## config.mk

```make
export PLATFORM = sky130hd
export DESIGN_NAME = sync_fifo_flex
export DESIGN_NICKNAME = d
export VERILOG_FILES = /design/src/rtl/sync_fifo_flex.sv
export SDC_FILE = /design/constraint.sdc
export NUM_CORES = 1
export LEC_CHECK = 0
export ABC_CLOCK_PERIOD_IN_PS = 4800
export BUFFER_PORTS_ARGS = -buffer_cell sky130_fd_sc_hd__buf_4
export CAP_MARGIN = 30
export CORE_ASPECT_RATIO = 0.9
export CORE_MARGIN = 3
export CORE_UTILIZATION = 25
export DETAILED_ROUTE_END_ITERATION = 10
export HOLD_SLACK_MARGIN = 0.12
export PLACE_DENSITY = 0.45
export SETUP_SLACK_MARGIN = 0.2
export SLEW_MARGIN = 20
export SYNTH_ARGS = -nofsm -noshare
export SYNTH_HDL_FRONTEND = slang
export SYNTH_SLANG_ARGS = --single-unit
export TNS_END_PERCENT = 30
```

## constraint.sdc

```tcl
create_clock -name clk -period 4.8 [get_ports clk]
set_clock_uncertainty 0.2 [all_clocks]
set_input_delay 0.72 -clock clk [delete_from_list [all_inputs] [get_ports clk]]
set_output_delay 0.72 -clock clk [all_outputs]
set_load 0.01 [all_outputs]
```

## src/rtl/sync_fifo_flex.sv

```systemverilog
// Single-clock FIFO with occupancy count, programmable almost-full/almost-empty,
// standard or first-word-fall-through read, synchronous flush and sticky error flags.
module sync_fifo_flex #(
   parameter int DATA_WIDTH    = 8,
   parameter int ADDR_WIDTH    = 6,
   parameter int AFULL_THRESH  = 56,
   parameter int AEMPTY_THRESH = 8,
   parameter int FWFT          = 0
) (
   input  logic                  clk,
   input  logic                  rst,
   input  logic                  wr_en,
   input  logic [DATA_WIDTH-1:0] data_in,
   input  logic                  rd_en,
   output logic [DATA_WIDTH-1:0] data_out,
   input  logic                  flush,
   input  logic                  clr_err,
   output logic                  full,
   output logic                  empty,
   output logic                  almost_full,
   output logic                  almost_empty,
   output logic [ADDR_WIDTH:0]   count,
   output logic                  overflow,
   output logic                  underflow
);

   localparam int DEPTH = 2 ** ADDR_WIDTH;
   localparam logic [ADDR_WIDTH:0] DEPTH_C  = (ADDR_WIDTH + 1)'(DEPTH);
   localparam logic [ADDR_WIDTH:0] AFULL_C  = (ADDR_WIDTH + 1)'(AFULL_THRESH);
   localparam logic [ADDR_WIDTH:0] AEMPTY_C = (ADDR_WIDTH + 1)'(AEMPTY_THRESH);
   localparam logic [ADDR_WIDTH:0] ONE_C    = (ADDR_WIDTH + 1)'(1);
   localparam logic [ADDR_WIDTH:0] ZERO_C   = (ADDR_WIDTH + 1)'(0);

   logic [DATA_WIDTH-1:0] mem_r [DEPTH];
   logic [ADDR_WIDTH:0]   wptr_r;
   logic [ADDR_WIDTH:0]   rptr_r;
   logic [ADDR_WIDTH:0]   count_r;
   logic [ADDR_WIDTH:0]   wptr_next_s;
   logic [ADDR_WIDTH:0]   rptr_next_s;
   logic [ADDR_WIDTH:0]   count_next_s;
   logic                  wr_acc_s;
   logic                  rd_acc_s;
   logic                  full_r;
   logic                  empty_r;
   logic                  almost_full_r;
   logic                  almost_empty_r;
   logic                  overflow_r;
   logic                  underflow_r;
   logic [DATA_WIDTH-1:0] data_out_r;

   // Flush drops both requests, so a flushed cycle can never touch memory or error flags.
   assign wr_acc_s = wr_en & ~full_r & ~flush;
   assign rd_acc_s = rd_en & ~empty_r & ~flush;

   // Next pointer and occupancy values.
   always_comb begin
      wptr_next_s  = wptr_r;
      rptr_next_s  = rptr_r;
      count_next_s = count_r;
      if (flush) begin
         wptr_next_s  = ZERO_C;
         rptr_next_s  = ZERO_C;
         count_next_s = ZERO_C;
      end else begin
         if (wr_acc_s) begin
            wptr_next_s = wptr_r + ONE_C;
         end else begin
            wptr_next_s = wptr_r;
         end
         if (rd_acc_s) begin
            rptr_next_s = rptr_r + ONE_C;
         end else begin
            rptr_next_s = rptr_r;
         end
         case ({wr_acc_s, rd_acc_s})
            2'b10:   count_next_s = count_r + ONE_C;
            2'b01:   count_next_s = count_r - ONE_C;
            default: count_next_s = count_r;
         endcase
      end
   end

   // Pointer, count and status-flag registers; flags derive from the next count.
   always_ff @(posedge clk) begin
      if (rst) begin
         wptr_r         <= ZERO_C;
         rptr_r         <= ZERO_C;
         count_r        <= ZERO_C;
         full_r         <= 1'b0;
         empty_r        <= 1'b1;
         almost_full_r  <= 1'b0;
         almost_empty_r <= 1'b1;
      end else begin
         wptr_r         <= wptr_next_s;
         rptr_r         <= rptr_next_s;
         count_r        <= count_next_s;
         full_r         <= (count_next_s == DEPTH_C);
         empty_r        <= (count_next_s == ZERO_C);
         almost_full_r  <= (count_next_s >= AFULL_C);
         almost_empty_r <= (count_next_s <= AEMPTY_C);
      end
   end

   // Sticky error flags; a fresh error beats clr_err in the same cycle.
   always_ff @(posedge clk) begin
      if (rst) begin
         overflow_r  <= 1'b0;
         underflow_r <= 1'b0;
      end else begin
         if (wr_en & full_r & ~flush) begin
            overflow_r <= 1'b1;
         end else if (clr_err) begin
            overflow_r <= 1'b0;
         end else begin
            overflow_r <= overflow_r;
         end
         if (rd_en & empty_r & ~flush) begin
            underflow_r <= 1'b1;
         end else if (clr_err) begin
            underflow_r <= 1'b0;
         end else begin
            underflow_r <= underflow_r;
         end
      end
   end

   // Storage array; contents are deliberately not reset.
   always_ff @(posedge clk) begin
      if (wr_acc_s & ~rst) begin
         mem_r[wptr_r[ADDR_WIDTH-1:0]] <= data_in;
      end
   end

   generate
      if (FWFT != 0) begin : g_fwft
         logic head_bypass_s;
         // The new head is being written this very edge when it sits at the write pointer.
         assign head_bypass_s = wr_acc_s & (rptr_next_s == wptr_r);

         // Output register tracks the head word for the next cycle, zero when empty.
         always_ff @(posedge clk) begin
            if (rst) begin
               data_out_r <= {DATA_WIDTH{1'b0}};
            end else if (count_next_s == ZERO_C) begin
               data_out_r <= {DATA_WIDTH{1'b0}};
            end else if (head_bypass_s) begin
               data_out_r <= data_in;
            end else begin
               data_out_r <= mem_r[rptr_next_s[ADDR_WIDTH-1:0]];
            end
         end
      end else begin : g_std
         // Registered read: word appears one cycle after an accepted read, held otherwise.
         always_ff @(posedge clk) begin
            if (rst) begin
               data_out_r <= {DATA_WIDTH{1'b0}};
            end else if (rd_acc_s) begin
               data_out_r <= mem_r[rptr_r[ADDR_WIDTH-1:0]];
            end else begin
               data_out_r <= data_out_r;
            end
         end
      end
   endgenerate

   assign data_out     = data_out_r;
   assign full         = full_r;
   assign empty        = empty_r;
   assign almost_full  = almost_full_r;
   assign almost_empty = almost_empty_r;
   assign count        = count_r;
   assign overflow     = overflow_r;
   assign underflow    = underflow_r;

endmodule
```

==> metrics.txt, run 1 <==
Rows=101; ys async rst share=0%; Post-DP Area=23400 sq um; max incr delay on CP=540 ps; register area share after synthesis=74.0%; DR vias=10.9k; initial core utilization=25.4%; RSZ-0062 raised after global routing=false; Crit Path Max Fanout=10; Slew @ Worst Pin=895 ps; Mapped Cells=1118; Routed WL per cell=23.0 um; H-tree Lvls=2; GP Congestion=0.767; Post-CTS Setup Inserts=0; pwr dens=387 nW/um^2; IO Port Bufs=34; Crit. End Element=register; CTS tree=yes; critical setup path kind=reg -> reg; first-pass GRT wire length=80.0 mm; area leader, netlist=edfxtp_1; Placed Instances=2277; fillers=8382; top cells by area, synth=edfxtp_1, mux4_2, dfxtp_1, mux2i_1, nor2_1; fin util=29.6%; Critical Path Start Type=register; Seq cells post-synth=545; final hold viol count=0; TritonCTS buffer count=57; fmax=292 MHz; Synth cell types=63; post-route ant nets=0; Crit Reg-Reg Startpoint=empty$_SDFF_PP1_; WP data required=5160 ps; drc violations=0; vias in the first global route=11.2k; Max Cap Viol=0; layout cells sized above 1=24.5%; post-DP HPWL=33.2 mm; reg2reg end=full$_SDFF_PP0_; min-delay worst type=in -> reg; height of the chip=285 um; Critical Path End=full$_SDFF_PP0_; full die area=90300 sq um; setup violators final=0; vias per cell=4.56; final wirelength=54.8 mm; Final Cycle Share=71.3%; fin cells=2381; Crit path arrival time=3780 ps; drt first pass iters=5; Syn. warnings=0; Syn Nets=1136; Yosys top cell area share=70.9%; max-slew violation count=0; I/O pin count=35; worst hold path stage count=3; post-cts resize count=0; top_reg_cell synth=edfxtp_1; crit path from=empty$_SDFF_PP1_; most frequent cell after synthesis=edfxtp_1; Layout area overhead=16.4%; Netlist Area Pre-Place=21700 sq um; Antenna diodes=0; Synth Area per Inst=19.4 sq um; most frequent cells after synthesis=edfxtp_1, mux4_2, nor2_1; Core Box Area=85200 sq um; setup slack, reg-to-reg=1380 ps; Clock Path Buffers=3; post-route cell area=25200 sq um; Worst-path clk slew=60 ps; GRT Resource Usage Total=12.1%; Iteration-0 DRC Markers=1037; largest net degree at the start of global routing=65; clock root cell=clkbuf_16; total congestion overflow=0; antenna violations before repair=1; Rel. slew slack=40.1%; Final min period=3420 ps; P_leak=0.00750 uW; Hold Buf Count CTS=0; Fin Setup TNS=0 ps; NumNets Final=1221; CTS sink cnt=545; Max IR drop VDD=0.263 mV; number of synthesized flops with an enable pin=512; insertion delay to the later sink of the worst-skew pair=610 ps; status=completed; crit-path cells=or3b_1 > nor2_2 > xor2_1 > ha_1 > a21oi_1 > or3b_2 > o32ai_1 > mux2i_1 > nand2_2 > nor3_2 > and2_1; FF-to-FF path depth=11; cell at the slowest stage of the critical path=or3b_1; die width=316 um
==> flip-flops by register name, indices dropped and copies added, names as in the netlist <==
name / flops
mem_r: 512
data_out: 8
count: 7
rptr_r: 6
wptr_r: 6
almost_empty: 1
almost_full: 1
empty: 1
full: 1
overflow: 1
underflow: 1
==> layout make-up <==
type                       count  area, sq um  area share (%)
clock buffer                  73         1530            6.06
clock inverter                31          315            1.25
inverter                       3         11.3          0.0446
multi-input combinational    500         5170            20.5
sequential                   545        16000            63.6
tap                         1133         1420            5.62
timing repair buffer          96          746            2.96
==> power by group <==
| part | total [uW] | switching (uW) | internal [uW] | leakage (uW) |
|---|---|---|---|---|
| Clock | 4390 | 1830 | 2570 | 0.000902 |
| Combinational | 172 | 129 | 43.6 | 0.00173 |
| Sequential | 5210 | 8.41 | 5200 | 0.00487 |
| Total | 9770 | 1960 | 7810 | 0.00750 |
==> how the worst min path moves through the flow <==
| stage | from | end | slack, ps |
|---|---|---|---|
| 6_report | clr_err | underflow$_SDFFE_PP0P_ | 180 |
| 5_1_grt | clr_err | overflow$_SDFFE_PP0P_ | 170 |
| 4_1_cts | clr_err | underflow$_SDFFE_PP0P_ | 140 |
| 3_5_place_dp | underflow$_SDFFE_PP0P_ | underflow$_SDFFE_PP0P_ | 270 |
| 3_3_place_gp | underflow$_SDFFE_PP0P_ | underflow$_SDFFE_PP0P_ | 260 |
| 2_1_floorplan | overflow$_SDFFE_PP0P_ | overflow$_SDFFE_PP0P_ | 290 |
==> routing by layer <==
metal	wire, um	GRT usage (%)	vias to the layer above
met5	0	0	-
met4	1020	2.84	0
met3	3060	2.32	75
met2	23900	17.7	280
met1	26800	18.5	5762
li1	-	-	4740
==> critical path: cells and delay by family, from the launching register on <==
kind / cells / cell delay (ps)
XOR/XNOR: 1 / 180
adder cells (fa/ha/maj): 1 / 220
AO/OA/AOI/OAI: 2 / 260
AND/OR/NAND/NOR: 6 / 1750
flip-flops: 1 / 340
multiplexers: 1 / 430
==> cells by family after synthesis <==
kind of cell,synth area share (%)
compound gates,3.61
xor+xnor,0.485
fa+ha+maj,0.231
buf+inv,2.18
flops,74.0
mux,15.3
simple gates,4.18
==> cell usage in the layout (no fill, tap or decap), types with 5 or more instances in the layout <==
cell type	n
a22oi_1	5
o21ai_0	13
nor2_1	104
o22ai_1	12
clkbuf_1	14
nand2b_1	9
a211oi_1	13
xor2_1	9
a21oi_1	21
nor3_1	9
edfxtp_1	512
mux2i_1	65
nand2_1	14
nand3b_1	7
o221ai_1	9
mux4_1	7
buf_4	94
dfxtp_1	30
nand4_1	8
mux4_2	109
or3_1	5
clkinv_2	11
clkinv_1	8
bufinv_16	6
nor2b_1	15
a311oi_1	5
clkbuf_16	59
==> stage by stage <==
step	power (uW)	worst slack, ps	hold WS, ps
2_1_floorplan	5370	1240	288
3_5_place_dp	5490	847	265
3_3_place_gp	5480	851	263
4_1_cts	9880	1400	139
5_1_grt	10100	1190	168
6_report	9770	1380	177
(Power assumes the default switching activity.)
==> run 2, diff against run 1 <==
--- a/config.mk
+++ b/config.mk
@@ -5,7 +5,7 @@
 export SDC_FILE = /design/constraint.sdc
 export NUM_CORES = 1
 export LEC_CHECK = 0
-export ABC_CLOCK_PERIOD_IN_PS = 4800
+export ABC_CLOCK_PERIOD_IN_PS = 3000
 export BUFFER_PORTS_ARGS = -buffer_cell sky130_fd_sc_hd__buf_4
 export CAP_MARGIN = 30
 export CORE_ASPECT_RATIO = 0.9
@@ -13,7 +13,7 @@
 export CORE_UTILIZATION = 25
 export DETAILED_ROUTE_END_ITERATION = 10
 export HOLD_SLACK_MARGIN = 0.12
-export PLACE_DENSITY = 0.45
+export PLACE_DENSITY = 0.46
 export SETUP_SLACK_MARGIN = 0.2
 export SLEW_MARGIN = 20
 export SYNTH_ARGS = -nofsm -noshare
==> constraint.sdc (replaced) <==
create_clock -name clk -period 3 [get_ports clk]
set_clock_uncertainty 0.2 [all_clocks]
set_input_delay 0.45 -clock clk [delete_from_list [all_inputs] [get_ports clk]]
set_output_delay 0.45 -clock clk [all_outputs]
set_load 0.01 [all_outputs]
==> run 2 against run 1 <==
Compared with the run above: power is 58% higher; critical path type unchanged; worst hold slack improved by 26 ps; sequential power is 60% higher; cell area is 3.2% higher; register-to-register slack worse by 1200 ps; die area unchanged; clock-buffer cell count up 4; wire length rose by 0.72%; sequential share of layout area fell by 2.0 points; fmax is 19% higher.
==> metrics.txt, run 2 (synthesis results as in run 1) <==
FF-to-FF path depth=11 (unchanged); vias per cell=4.50 (was 4.56); reg2reg end=full$_SDFF_PP0_ (unchanged); Rows=101 (unchanged); Routed WL per cell=22.4 um (was 23.0 um); GRT Resource Usage Total=12.1% (about the same); worst hold path stage count=5 (was 3); post-route ant nets=0 (unchanged); initial core utilization=25.4% (unchanged); clock root cell=clkbuf_16 (unchanged); Final min period=2860 ps (was 3420 ps); Post-DP Area=24100 sq um (was 23400 sq um); Max Cap Viol=0 (unchanged); Crit. End Element=register (unchanged); Layout area overhead=20.2% (was 16.4%); insertion delay to the later sink of the worst-skew pair=600 ps (was 610 ps); max-slew violation count=0 (unchanged); number of flip-flops in the largest register=512 (unchanged); Critical Path Start Type=register (unchanged); NumNets Final=1298 (was 1221); Max IR drop VDD=0.410 mV (was 0.263 mV); hold path endpoint=wptr_r[1]$_SDFFE_PP0P_ (was underflow$_SDFFE_PP0P_); WP data required=3300 ps (was 5160 ps); DR vias=11.1k (was 10.9k); Iteration-0 DRC Markers=782 (was 1037); die width=316 um (unchanged); drc violations=0 (unchanged); Core Box Area=85200 sq um (unchanged); Slew @ Worst Pin=846 ps (was 895 ps); fmax=349 MHz (was 292 MHz); setup slack, reg-to-reg=140 ps (was 1380 ps); Clock Path Buffers=3 (unchanged); RSZ-0062 raised after global routing=true (was false); Crit Reg-Reg Startpoint=empty$_SDFF_PP1_ (unchanged); TritonCTS buffer count=57 (unchanged); post-DP HPWL=33.5 mm (was 33.2 mm); critical setup path kind=reg -> reg (unchanged); H-tree Lvls=2 (unchanged); CTS sink cnt=545 (unchanged); IO Port Bufs=34 (unchanged); Worst-path clk slew=70 ps (was 60 ps); height of the chip=285 um (unchanged); vias in the first global route=11.3k (was 11.2k); total power=15500 uW (was 9770 uW); post-route cell area=26000 sq um (was 25200 sq um); HP Start=wr_en (was clr_err); final wirelength=55.2 mm (was 54.8 mm); first-pass GRT wire length=80.3 mm (was 80.0 mm); largest net degree at the start of global routing=65 (unchanged); CTS tree=yes (unchanged); worst hold margin=203 ps (was 177 ps); I/O pin count=35 (unchanged); total congestion overflow=0 (unchanged); final hold viol count=0 (unchanged); status=completed (unchanged); pwr dens=593 nW/um^2 (was 387 nW/um^2); setup violators final=0 (unchanged); commonest cells after routing, fill and taps aside=edfxtp_1, buf_4, mux4_2 (was edfxtp_1, mux4_2, nor2_1); GP Congestion=0.782 (was 0.767); Antenna diodes=0 (unchanged); layout cells sized above 1=29.8% (was 24.5%); full die area=90300 sq um (unchanged); min-delay worst type=in -> reg (unchanged); fillers=8339 (was 8382); Crit Path Max Fanout=4 (was 10); most common cell after layout, fill and taps aside=edfxtp_1 (unchanged); Crit path arrival time=3160 ps (was 3780 ps); antenna violations before repair=1 (unchanged); Rel. slew slack=43.6% (was 40.1%); Final Cycle Share=95.5% (was 71.3%); P_leak=0.00794 uW (was 0.00750 uW); drt first pass iters=4 (was 5)
## run 2: changes by cell type in the layout (fill, tap and decap cells not counted), sizes merged
| cell | previous run | this run |
|---|---|---|
| buf | 96 | 169 |
| dlygate4sd3 | 0 | 4 |
| inv | 6 | 3 |
| clkinvlp | 2 | 0 |
| clkbuf | 73 | 77 |
| bufinv | 6 | 5 |
| clkinv | 20 | 24 |
## run 2: critical path, cell delays in order, from the launching register on
cell and delay (ps):
dfxtp_2 320, or3b_4 390, nor2_4 110, xor2_1 190, ha_2 250, a21oi_2 60
o311a_1 300, a21oi_2 170, mux2i_2 240, mux2i_1 260, inv_1 110, and2_1 160
## run 2: area by class of cell
type | instances | area (sq um) | share of cell area, %
Inverter | 3 | 16.3 | 0.0624
Sequential cell | 545 | 16000 | 61.6
Multi-Input combinational cell | 500 | 5320 | 20.4
Tap cell | 1133 | 1420 | 5.44
Clock buffer | 77 | 1520 | 5.85
Timing Repair Buffer | 173 | 1460 | 5.61
Clock inverter | 29 | 263 | 1.01
## run 2: power by group
part           total (uW)  internal [uW]  switching (uW)
Sequential           8330           8320            9.85
Combinational         303           86.9             216
Clock                6820           3970            2860
Total               15500          12400            3080
## run 2: per-layer routing
layer,vias to the layer above,global-route usage [%],share of wire (%)
met5,-,0,0.024
met4,2,2.69,1.8
met3,75,2.75,5.3
met2,253,17.7,44
met1,5846,18.3,49
li1,4897,-,-
## run 2: how the worst max path moves through the flow
stage                                start  slack [ps]  cells past startpoint                       end
floorplan                            flush         -40                     12           full$_SDFF_PP0_
global placement                     flush        -170                     12           full$_SDFF_PP0_
detailed placement                   flush        -150                     12           full$_SDFF_PP0_
CTS                 rptr_r[0]$_SDFFE_PP0P_         140                      9  data_out[6]$_SDFFE_PP0P_
global route              empty$_SDFF_PP1_         -20                     11           full$_SDFF_PP0_
finish                    empty$_SDFF_PP1_         140                     11           full$_SDFF_PP0_
## run 2: timing repair
action	4_1_cts	5_1_grt
hold endpoints to repair	13	0
pin swaps	5	7
setup buffers	1	1
endpoints found under the setup margin	9	12
hold buffers	4	0
resized for setup	5	25
## run 2: through the flow
step	util [%]	instances	setup TNS, ps	setup WS [ps]
after detailed placement	28.3	2348	-464	-150
after global placement	28.3	2348	-515	-169
after CTS	30.4	2459	0	139
after floorplan	-	1118	-39.5	-39.5
final	30.6	2460	0	135
after global routing	30.6	2460	-20.8	-20.8
==> run 3, diff against run 2 <==
--- a/config.mk
+++ b/config.mk
@@ -8,12 +8,13 @@
 export ABC_CLOCK_PERIOD_IN_PS = 3000
 export BUFFER_PORTS_ARGS = -buffer_cell sky130_fd_sc_hd__buf_4
 export CAP_MARGIN = 30
-export CORE_ASPECT_RATIO = 0.9
+export CORE_ASPECT_RATIO = 0.8
 export CORE_MARGIN = 3
 export CORE_UTILIZATION = 25
 export DETAILED_ROUTE_END_ITERATION = 10
 export HOLD_SLACK_MARGIN = 0.12
 export PLACE_DENSITY = 0.46
+export REMOVE_ABC_BUFFERS = 1
 export SETUP_SLACK_MARGIN = 0.2
 export SLEW_MARGIN = 20
 export SYNTH_ARGS = -nofsm -noshare
==> run 3 against run 2 <==
Compared with the run above: first-iteration DRC count is 34% higher; largest cell class unchanged; combinational power is 3% higher; via count up 1.4%; highest routed layer is now met4.
==> metrics.txt, run 3 (synthesis results as in run 1) <==
CTS tree=yes (unchanged); most common cell after layout, fill and taps aside=edfxtp_1 (unchanged); Fin Setup TNS=0 ps (unchanged); fillers=8239 (was 8339); total congestion overflow=0 (unchanged); Crit. End Element=register (unchanged); final wirelength=56.3 mm (was 55.2 mm); Final Cycle Share=94.3% (was 95.5%); clock root cell=clkbuf_16 (unchanged); vias in the first global route=11.4k (was 11.3k); post-route ant nets=0 (unchanged); TritonCTS buffer count=55 (was 57); Rel. slew slack=43.0% (was 43.6%); pwr dens=597 nW/um^2 (was 593 nW/um^2); setup violators final=0 (unchanged); IO Port Bufs=34 (unchanged); status=completed (unchanged); fmax=353 MHz (was 349 MHz); Worst-path clk slew=60 ps (was 70 ps); NumNets Final=1308 (was 1298); height of the chip=269 um (was 285 um); I/O pin count=35 (unchanged); P_leak=0.00795 uW (was 0.00794 uW); Placed Instances=2337 (was 2348); Critical Path Start Type=register (unchanged); Core Box Area=85000 sq um (was 85200 sq um); largest net degree at the start of global routing=65 (unchanged); Final min period=2830 ps (was 2860 ps); Iteration-0 DRC Markers=1046 (was 782); critical setup path kind=reg -> reg (unchanged); antenna violations before repair=1 (unchanged); first-pass GRT wire length=82.4 mm (was 80.3 mm); Crit Path Max Fanout=23 (was 4); WP data required=3290 ps (was 3300 ps); total power=15500 uW (about the same); max-slew violation count=0 (unchanged); Clock Path Buffers=3 (unchanged); DR vias=11.2k (was 11.1k); Crit path arrival time=3120 ps (was 3160 ps); die width=335 um (was 316 um); Routed WL per cell=23.0 um (was 22.4 um); Max Cap Viol=0 (unchanged); fin util=30.6% (about the same); drt first pass iters=5 (was 4); post-DP HPWL=35.1 mm (was 33.5 mm); vias per cell=4.58 (was 4.50); number of flip-flops in the largest register=512 (unchanged); Rows=95 (was 101); commonest cells after routing, fill and taps aside=edfxtp_1, buf_4, mux4_2 (unchanged); fin cells=2450 (was 2460); Max IR drop VDD=0.415 mV (was 0.410 mV); insertion delay to the later sink of the worst-skew pair=620 ps (was 600 ps); Layout area overhead=20.0% (was 20.2%); GP Congestion=0.818 (was 0.782); Slew @ Worst Pin=853 ps (was 846 ps); H-tree Lvls=2 (unchanged); Antenna diodes=0 (unchanged); min-delay worst type=in -> reg (unchanged); drc violations=0 (unchanged); RSZ-0062 raised after global routing=true (unchanged); final hold viol count=0 (unchanged); initial core utilization=25.5% (was 25.4%); CTS sink cnt=545 (unchanged); GRT Resource Usage Total=12.4% (was 12.1%); layout cells sized above 1=29.7% (was 29.8%); full die area=90300 sq um (about the same)
[run 3: worst max-delay path, stage by stage, from the launching register on]
cell	delay [ps]
dfxtp_4	360
buf_12	170
buf_12	240
mux4_1	630
mux4_2	510
nand2b_1	170
a311oi_1	340
nor3_1	70
[run 3: area by class of cell]
class / count / area (sq um) / area share (%)
clock buffers: 69 / 1450 / 5.57
clock inverters: 33 / 337 / 1.29
inverters: 3 / 11.3 / 0.0433
multi-input cells: 500 / 5230 / 20.1
flip-flops and latches: 545 / 16000 / 61.7
well taps: 1115 / 1400 / 5.36
repair buffers: 185 / 1540 / 5.93
[run 3: where the power goes]
| part | total [uW] | internal [uW] | switching (uW) |
|---|---|---|---|
| registers | 8320 | 8310 | 9.08 |
| logic | 312 | 92.1 | 220 |
| clock network | 6900 | 3940 | 2960 |
[run 3: worst paths after layout]
| path | from | to | slack (ps) | depth (start not counted) |
|---|---|---|---|---|
| hold reg to reg | data_out[0]$_SDFFE_PP0P_ | data_out[0]$_SDFFE_PP0P_ | 310 | 2 |
| hold / removal | data_in[0] | mem_r[24][0]$_DFFE_PP_ | 200 | 1 |
| setup / recovery | rptr_r[0]$_SDFFE_PP0P_ | data_out[7]$_SDFFE_PP0P_ | 170 | 7 |
| setup reg to reg | rptr_r[0]$_SDFFE_PP0P_ | data_out[7]$_SDFFE_PP0P_ | 170 | 7 |
[run 3: what timing repair did]
item	4_1_cts	5_1_grt
setup endpoints to repair	13	14
hold buffers	6	0
pin swaps	8	2
cloned	1	0
setup buffers	3	1
resized for setup	16	1
endpoints found under the hold margin	13	0
[run 3: stage by stage]
| step | worst slack [ps] | hold WS [ps] | cell area, sq um |
|---|---|---|---|
| after floorplan | -4770 | 283 | 21200 |
| after global placement | -300 | 263 | 24000 |
| after detailed placement | -261 | 264 | 24000 |
| after CTS | 158 | 223 | 26000 |
| after global routing | -13.0 | 231 | 26000 |
| final | 171 | 197 | 26000 |
[run 3: per-layer routing]
| layer | routed length, um | up-vias | global-route usage, % | share of wire, % |
|---|---|---|---|---|
| li1 | - | 4912 | - | - |
| met1 | 28200 | 5934 | 19.5 | 50 |
| met2 | 23500 | 319 | 17.1 | 42 |
| met3 | 3720 | 62 | 2.89 | 6.6 |
| met4 | 812 | 0 | 2.67 | 1.4 |
| met5 | 0 | - | 0 | 0 |
